[src/rtl/pipe_pkg.sv]
// Shared definitions for pipeline stage registers: default widths,
// occupancy encoding and the bundle layout of each stage boundary.
package pipe_pkg;

  // IF/ID boundary
  typedef struct packed {
    logic [31:0] instr;
    logic [31:0] pc;
    logic [31:0] pc_plus4;
  } if_id_data_t;

  // ID/EX boundary
  typedef struct packed {
    logic       reg_write;
    logic [1:0] result_src;
    logic       mem_write;
    logic       jump;
    logic       branch;
    logic [2:0] alu_control;
    logic       alu_src;
  } id_ex_ctrl_t;

  // EX/MEM boundary
  typedef struct packed {
    logic       reg_write;
    logic       mem_write;
    logic [1:0] result_src;
  } ex_mem_ctrl_t;

  typedef struct packed {
    logic [31:0] alu_result;
    logic [31:0] write_data;
    logic [31:0] pc_plus4;
    logic [4:0]  rd;
  } ex_mem_data_t;

  // MEM/WB boundary
  typedef struct packed {
    logic       reg_write;
    logic [1:0] result_src;
  } mem_wb_ctrl_t;

  // Default widths follow the EX/MEM bundle (4 and 101 bits)
  localparam int unsigned PIPE_CTRL_W = $bits(ex_mem_ctrl_t);
  localparam int unsigned PIPE_DATA_W = $bits(ex_mem_data_t);
  localparam int unsigned OCC_W       = 2;

  localparam logic [OCC_W-1:0] OCC_EMPTY = 2'd0;
  localparam logic [OCC_W-1:0] OCC_ONE   = 2'd1;
  localparam logic [OCC_W-1:0] OCC_TWO   = 2'd2;

  // S is only ever valid while M is valid, so S alone implies two beats
  function automatic logic [OCC_W-1:0] occ_enc(input logic m_valid, input logic s_valid);
    if (s_valid) return OCC_TWO;
    if (m_valid) return OCC_ONE;
    return OCC_EMPTY;
  endfunction

endpackage

[src/rtl/pipe_slot.sv]
// One holding slot of a pipeline stage: valid bit plus ctrl/data registers.
// Priority: rst, then load, then clear. Clear drops only the valid bit.
import pipe_pkg::*;

module pipe_slot #(
  parameter int unsigned CTRL_W = PIPE_CTRL_W,
  parameter int unsigned DATA_W = PIPE_DATA_W
) (
  input  logic              clk,
  input  logic              rst,
  input  logic              load,
  input  logic              clear,
  input  logic [CTRL_W-1:0] ld_ctrl,
  input  logic [DATA_W-1:0] ld_data,
  output logic              valid,
  output logic [CTRL_W-1:0] ctrl,
  output logic [DATA_W-1:0] data
);

  // Slot register update
  always_ff @(posedge clk) begin
    if (rst) begin
      valid <= 1'b0;
      ctrl  <= '0;
      data  <= '0;
    end else if (load) begin
      valid <= 1'b1;
      ctrl  <= ld_ctrl;
      data  <= ld_data;
    end else if (clear) begin
      valid <= 1'b0;
    end
  end

endmodule

[src/rtl/pipe_stage_reg.sv]
// Parametrised pipeline stage register with valid/ready handshake, flush and
// back-pressure. Optional skid slot enabled by defining PIPE_STAGE_SKID_EN,
// which makes in_ready a flop output. out_ctrl is masked to zero whenever no
// valid beat is held so a bubble can never write state downstream.
import pipe_pkg::*;

module pipe_stage_reg #(
  parameter int unsigned DATA_W = PIPE_DATA_W,
  parameter int unsigned CTRL_W = PIPE_CTRL_W
) (
  input  logic              clk,
  input  logic              rst,
  input  logic              flush,
  input  logic              in_valid,
  output logic              in_ready,
  input  logic [CTRL_W-1:0] in_ctrl,
  input  logic [DATA_W-1:0] in_data,
  output logic              out_valid,
  input  logic              out_ready,
  output logic [CTRL_W-1:0] out_ctrl,
  output logic [DATA_W-1:0] out_data,
  output logic [OCC_W-1:0]  occupancy
);

  logic              accept;
  logic              emit;
  logic              m_valid;
  logic [CTRL_W-1:0] m_ctrl;
  logic [DATA_W-1:0] m_data;
  logic              m_load;
  logic              m_clear;
  logic [CTRL_W-1:0] m_ld_ctrl;
  logic [DATA_W-1:0] m_ld_data;

  assign accept = in_valid && in_ready;
  assign emit   = m_valid && out_ready;

`ifdef PIPE_STAGE_SKID_EN
  logic              s_valid;
  logic [CTRL_W-1:0] s_ctrl;
  logic [DATA_W-1:0] s_data;
  logic              s_load;
  logic              s_clear;
  logic              m_valid_nxt;
  logic              s_valid_nxt;
  logic [OCC_W-1:0]  occ_q;

  // Ready only depends on the skid flop, never on out_ready
  assign in_ready = !s_valid;

  // Slot steering: refill M from S first, else fill M, else spill into S
  always_comb begin
    m_load    = 1'b0;
    m_clear   = 1'b0;
    s_load    = 1'b0;
    s_clear   = 1'b0;
    m_ld_ctrl = in_ctrl;
    m_ld_data = in_data;
    if (flush) begin
      m_clear = 1'b1;
      s_clear = 1'b1;
    end else if (emit && s_valid) begin
      m_load    = 1'b1;
      m_ld_ctrl = s_ctrl;
      m_ld_data = s_data;
      s_clear   = 1'b1;
    end else if (accept && (!m_valid || emit)) begin
      m_load = 1'b1;
    end else if (accept) begin
      s_load = 1'b1;
    end else if (emit) begin
      m_clear = 1'b1;
    end
    m_valid_nxt = m_load || (m_valid && !m_clear);
    s_valid_nxt = s_load || (s_valid && !s_clear);
  end

  // Occupancy tracked in its own register so the output is a pure flop
  always_ff @(posedge clk) begin
    if (rst) occ_q <= OCC_EMPTY;
    else     occ_q <= occ_enc(m_valid_nxt, s_valid_nxt);
  end

  assign occupancy = occ_q;

  pipe_slot #(.CTRL_W(CTRL_W), .DATA_W(DATA_W)) u_skid (
    .clk     (clk),
    .rst     (rst),
    .load    (s_load),
    .clear   (s_clear),
    .ld_ctrl (in_ctrl),
    .ld_data (in_data),
    .valid   (s_valid),
    .ctrl    (s_ctrl),
    .data    (s_data)
  );
`else
  // Single slot: ready passes straight through from downstream
  assign in_ready = !m_valid || out_ready;

  // Slot steering: load on accept, drop after an emit with no refill
  always_comb begin
    m_load    = 1'b0;
    m_clear   = 1'b0;
    m_ld_ctrl = in_ctrl;
    m_ld_data = in_data;
    if (flush)       m_clear = 1'b1;
    else if (accept) m_load  = 1'b1;
    else if (emit)   m_clear = 1'b1;
  end

  assign occupancy = occ_enc(m_valid, 1'b0);
`endif

  pipe_slot #(.CTRL_W(CTRL_W), .DATA_W(DATA_W)) u_main (
    .clk     (clk),
    .rst     (rst),
    .load    (m_load),
    .clear   (m_clear),
    .ld_ctrl (m_ld_ctrl),
    .ld_data (m_ld_data),
    .valid   (m_valid),
    .ctrl    (m_ctrl),
    .data    (m_data)
  );

  assign out_valid = m_valid;
  assign out_data  = m_data;
  assign out_ctrl  = m_valid ? m_ctrl : '0;

endmodule

[config.mk]
export PLATFORM = sky130hd
export DESIGN_NAME = pipe_stage_reg
export DESIGN_NICKNAME = d
export VERILOG_FILES = /design/src/rtl/pipe_pkg.sv /design/src/rtl/pipe_slot.sv /design/src/rtl/pipe_stage_reg.sv
export SDC_FILE = /design/constraint.sdc
export NUM_CORES = 1
export LEC_CHECK = 0
export ABC_AREA = 1
export BUFFER_PORTS_ARGS = -buffer_cell sky130_fd_sc_hd__buf_2
export CORE_UTILIZATION = 46
export DETAILED_ROUTE_END_ITERATION = 7
export GPL_ROUTABILITY_DRIVEN = 0
export PLACE_DENSITY = 0.87
export SYNTH_ARGS = -nofsm -noshare
export SYNTH_HDL_FRONTEND = slang
export SYNTH_SLANG_ARGS = --single-unit
[constraint.sdc]
create_clock -name clk -period 2.7 [get_ports clk]
set_input_delay 0.135 -clock clk [delete_from_list [all_inputs] [get_ports clk]]
set_output_delay 0.135 -clock clk [all_outputs]
set_load 0.1 [all_outputs]
After elaboration in Yosys (flattened, before gate mapping):

Cells that the tools add are included.

* input port bits: 110
* register bits after elaboration: 106
* output and inout port bits: 109
* logic and storage cells: 19

* muxes and demuxes: 11
* reductions and logical operators: 5

Operators by type and width (number)
* two-way mux 1 bit: 8
* two-way mux 2 bit: 2
* two-way mux 4 bit: 1
* logical AND 1 bit: 2
* nonzero test 2 bit: 1
* logical NOT 1 bit: 1
* logical OR 1 bit: 1

Longest topological paths before layout:

* word-level depth: 7
* depth in mapped cells: 7
* mapped depth without buffers: 5

Cells and area by module:

Synthesis repeated with hierarchy kept, for this count alone.

* cells, all modules: 479
* area, all modules: 3734.8 µm²

Modules (own cells, without submodules)
* pipe_slot: instances 1, sequential area each 2122.0 µm², cells an instance 459, area each 3648.5 µm²
* pipe_stage_reg: instances 1, sequential area each 0.0 µm², cells an instance 20, area each 86.3 µm²

Least setup slack after synthesis:

Ideal clock, no wire load.

* kind: register to register
* start: register u_main.valid
* end: register u_main.data[82]
* required time: 2.581 ns
* arrival: 1.832 ns
* library setup time: 0.119 ns
* period minus slack after synthesis: 1.951 ns
* stages on the path, launching flop included: 6
* buffers on the path: 2
* slack: 0.749 ns
* path through: dfxtp_1 nand2_2 buf_6 buf_6 a21oi_1 nor2_1

* longest elaborated chain between the ends: 5

RTL lines
* start: declaration: RTL line pipe_slot.sv:15 `output logic valid,`
* start signal: assignment: RTL line pipe_slot.sv:23 `valid <= 1'b0;`
* start signal: assignment: RTL line pipe_slot.sv:27 `valid <= 1'b1;`
* start signal: assignment: RTL line pipe_slot.sv:31 `valid <= 1'b0;`
* logical NOT 1 bit: RTL line pipe_stage_reg.sv:99 `assign in_ready = !m_valid || out_ready;`
* logical OR 1 bit: RTL line pipe_stage_reg.sv:99
* named net in_ready: RTL line pipe_stage_reg.sv:15 `output logic in_ready,`
* logical AND 1 bit: RTL line pipe_stage_reg.sv:35 `assign accept = in_valid && in_ready;`
* two-way mux 1 bit: RTL line pipe_stage_reg.sv:108 `else if (accept) m_load = 1'b1;`
* two-way mux 1 bit: RTL line pipe_stage_reg.sv:107 `if (flush) m_clear = 1'b1;`
* end signal: assignment: RTL line pipe_slot.sv:29 `data <= ld_data;`
* end: declaration: RTL line pipe_slot.sv:17 `output logic [DATA_W-1:0] data`

The timed path passes the listed nets, and every way through them passes these cells.
A chain may end at the register's enable or synchronous reset.

Worst setup path after layout:

* start: register u_main.valid
* end: output port in_ready

* longest elaborated chain between the ends: 2

RTL lines (RTL line)
* logical NOT 1 bit: pipe_stage_reg.sv:99
* logical OR 1 bit: pipe_stage_reg.sv:99
* end: declaration: pipe_stage_reg.sv:15

Every way passes these cells.

==> reports/metrics.csv <==
stage,metric,value,unit
layout,drive_gt1_share,27.30,%
yosys,synth_common_cells,"inv_1 (111), nand2_1 (109), a21oi_1 (106), dfxtp_1 (106)",
placed_design,place_hpwl,7.853,mm
die,rows,36,
die,die_w,104.0,µm
detailed_routing,via_per_inst,4.714,
global_route,grt_pass1_vias,4063,
pwr,peakVddDrop,314.0,µV
pwr,p_sw_share,39.63,%
placed_design,dp_cells,1005,
global_route,grt_util_all_layers,20.97,%
timing,whs,0.08277,ns
timing,worst_pin_slew,0.6256,ns
yosys,seq_area_frac_synth,44.37,%
clocking,cts_root_buf,clkbuf_8,
global_route,antenna_found_initial,1,
critical_path,path_max_fanout,108,
pwr,seqPwrFrac,42.2,%
timing,max_slew_margin,58.29,%
pwr,leakage,3.466,nW
clocking,clkTransAtPathRegs,0.10,ns
pwr,p_switching,1.619,mW
run_status,status,"finished, final reports clean",
clocking,clk_latency,0.36,ns
yosys,synth_top_cell_area_share,44.37,%
yosys,yosysUniqueCellTypes,15,
min_path,hold_path_class,in -> reg,
layout,area_delta_synth_final,26.19,%
yosys,synthFlopType,dfxtp_1,
critical_path,arrival,1.89,ns
die,fp.dieH,104.0,µm
timing,period_needed,2.022,ns
timing,final_hold_viol_count,0,
job,drv_cap,0,
die,io_pins,219,
clocking,numCtsBuffers,9,
clocking,postCtsSetupBuffers,0,
layout,layout.nets,995,
timing,fmax,0.4945,GHz
detailed_routing,routed_wl,11.66,mm
yosys,synth.avg_cell_area,6.773,µm²
detailed_routing,vias,4827,
critical_path,crit_required,2.57,ns
yosys,synth_most_common_cell,inv_1,
clocking,ctsHtreeMaxLevel,3,
timing,finalCritPeriodShare,74.89,%
timing,rsz0062_at_grt,no,
timing,finalSetupTns,0,ns
critical_path,crit_type,reg -> out,
yosys,synth_edf_count,0,
critical_path,end_kind,primary output,
pwr,p_clk_share,26.1,%
clocking,cts_sinks,106,
pwr,p_comb_share,31.7,%
yosys,synthTopCellsByArea,"dfxtp_1 (44%), a21oi_1 (11%), nand3_1 (11%)",
yosys,synthCells,706,
clocking,cts_tree,yes,
yosys,synth_area_leader_cell,dfxtp_1,
layout,fin_util,60.90,%
global_route,gr-total-overflow,0,
global_route,grt_pass1_wl,18.71,mm
detailed_routing,ant_nets,0,
placed_design,portBuffers,217,
detailed_routing,avgRoutedWirePerCell,11.39,µm
yosys,syn-num-nets,816,
die,start_util,48.26,%
timing,finalMaxSlewViolations,0,
yosys,synthArstFlopShare,0,%
timing,fin_skew,0.005976,ns
yosys,synth_warnings,0,
timing,setup_viol,0,
layout,fin_area,0.006035,mm²
clocking,clockBufferDepth,2,
pwr,powerDensity,677.0,mW/mm²
pwr,p_int,2.466,mW
critical_path,crit_path_start_kind,flip-flop,
detailed_routing,firstDrtPassIters,4,
yosys,ys_ff_latch,106,
die,die_area,0.01081,mm²
layout,final_cells,1024,
placed_design,dpl_cell_area,0.005793,mm²
yosys,synth_area,0.004782,mm²
die,core,0.009910,mm²
detailed_routing,drt_first_iter_violations,243,
detailed_routing,drc,0,
global_route,grt_max_degree,115,
==> power by group through the flow <==
| stage | clock network, mW | logic [mW] | registers, mW |
|---|---|---|---|
| 2_1_floorplan | 0 | 0.328 | 2.50 |
| 3_3_place_gp | 0 | 1.29 | 1.76 |
| 3_5_place_dp | 0 | 1.30 | 1.76 |
| 4_1_cts | 1.10 | 1.30 | 1.72 |
| 5_1_grt | 1.16 | 1.37 | 1.74 |
| 6_report | 1.06 | 1.30 | 1.72 |
==> stage by stage <==
stage               worst slack [ns]  total power [mW]
floorplan                     0.7494             2.827
global placement               1.003             3.043
detailed placement            0.9363             3.056
CTS                           0.6724             4.121
global route                  0.5698             4.264
finish                        0.6779             4.085
==> registers in the layout, indices dropped and copies added (netlist names) <==
signal        flops
u_main.data     101
u_main.ctrl       4
u_main.valid      1
==> final cells by class <==
cell class	count	area (µm²)
fill	948	3875
sequential	106	2122
multi-input combinational	429	1899
timing repair buffer	227	1204
inverter	112	421.7
tap	133	166.4
clock buffer	11	141.4
clock inverter	5	77.57
antenna	1	2.502
==> routing by layer <==
metal / vias to the layer above / track usage (%) / wire [µm]
li1: 2536 / - / -
met5: - / 0 / 0
met3: 16 / 6.767 / 1032
met4: 0 / 6.327 / 144
met1: 2092 / 25.53 / 5124
met2: 183 / 35.14 / 5363
==> worst max-delay path: stages (launching register included) <==
cell and delay (ns):
dfxtp_1 0.44, nand2_8 0.51, buf_2 0.54
==> what timing repair did <==
item	4_1_cts	5_1_grt
hold buffers	2	0
endpoints found under the hold margin	1	0
resized for setup	0	0
==> layout by cell type (no fill, tap or decap), types with 2 or more instances in the layout <==
cell type,synthesis,final
clkbuf_8,0,10
buf_12,0,3
bufinv_16,0,2
dfxtp_1,106,106
inv_1,111,111
nand3_1,105,105
nand2_1,109,109
nor2_1,105,105
buf_2,32,217
a21oi_1,106,106
dlygate4sd3_1,0,2
clkinv_2,0,3
buf_4,2,5
==> path summary, 6_finish.rpt <==
path | from | to | slack, ns | cells past startpoint
max | u_main.valid | in_ready | 0.68 | 2
min | in_data[54] | u_main.data[54] | 0.08 | 5
max reg2reg | u_main.valid | u_main.data[90] | 0.88 | 4
min reg2reg | u_main.data[81] | u_main.data[81] | 0.48 | 2
==> cell families after synthesis <==
logic type / synth area share, %
other: 0.07842
buffers and inverters: 16.30
flip-flops: 44.37
AND/OR/NAND/NOR: 28.15
AO/OA/AOI/OAI: 11.09
Power figures use the tool's default switching activity.
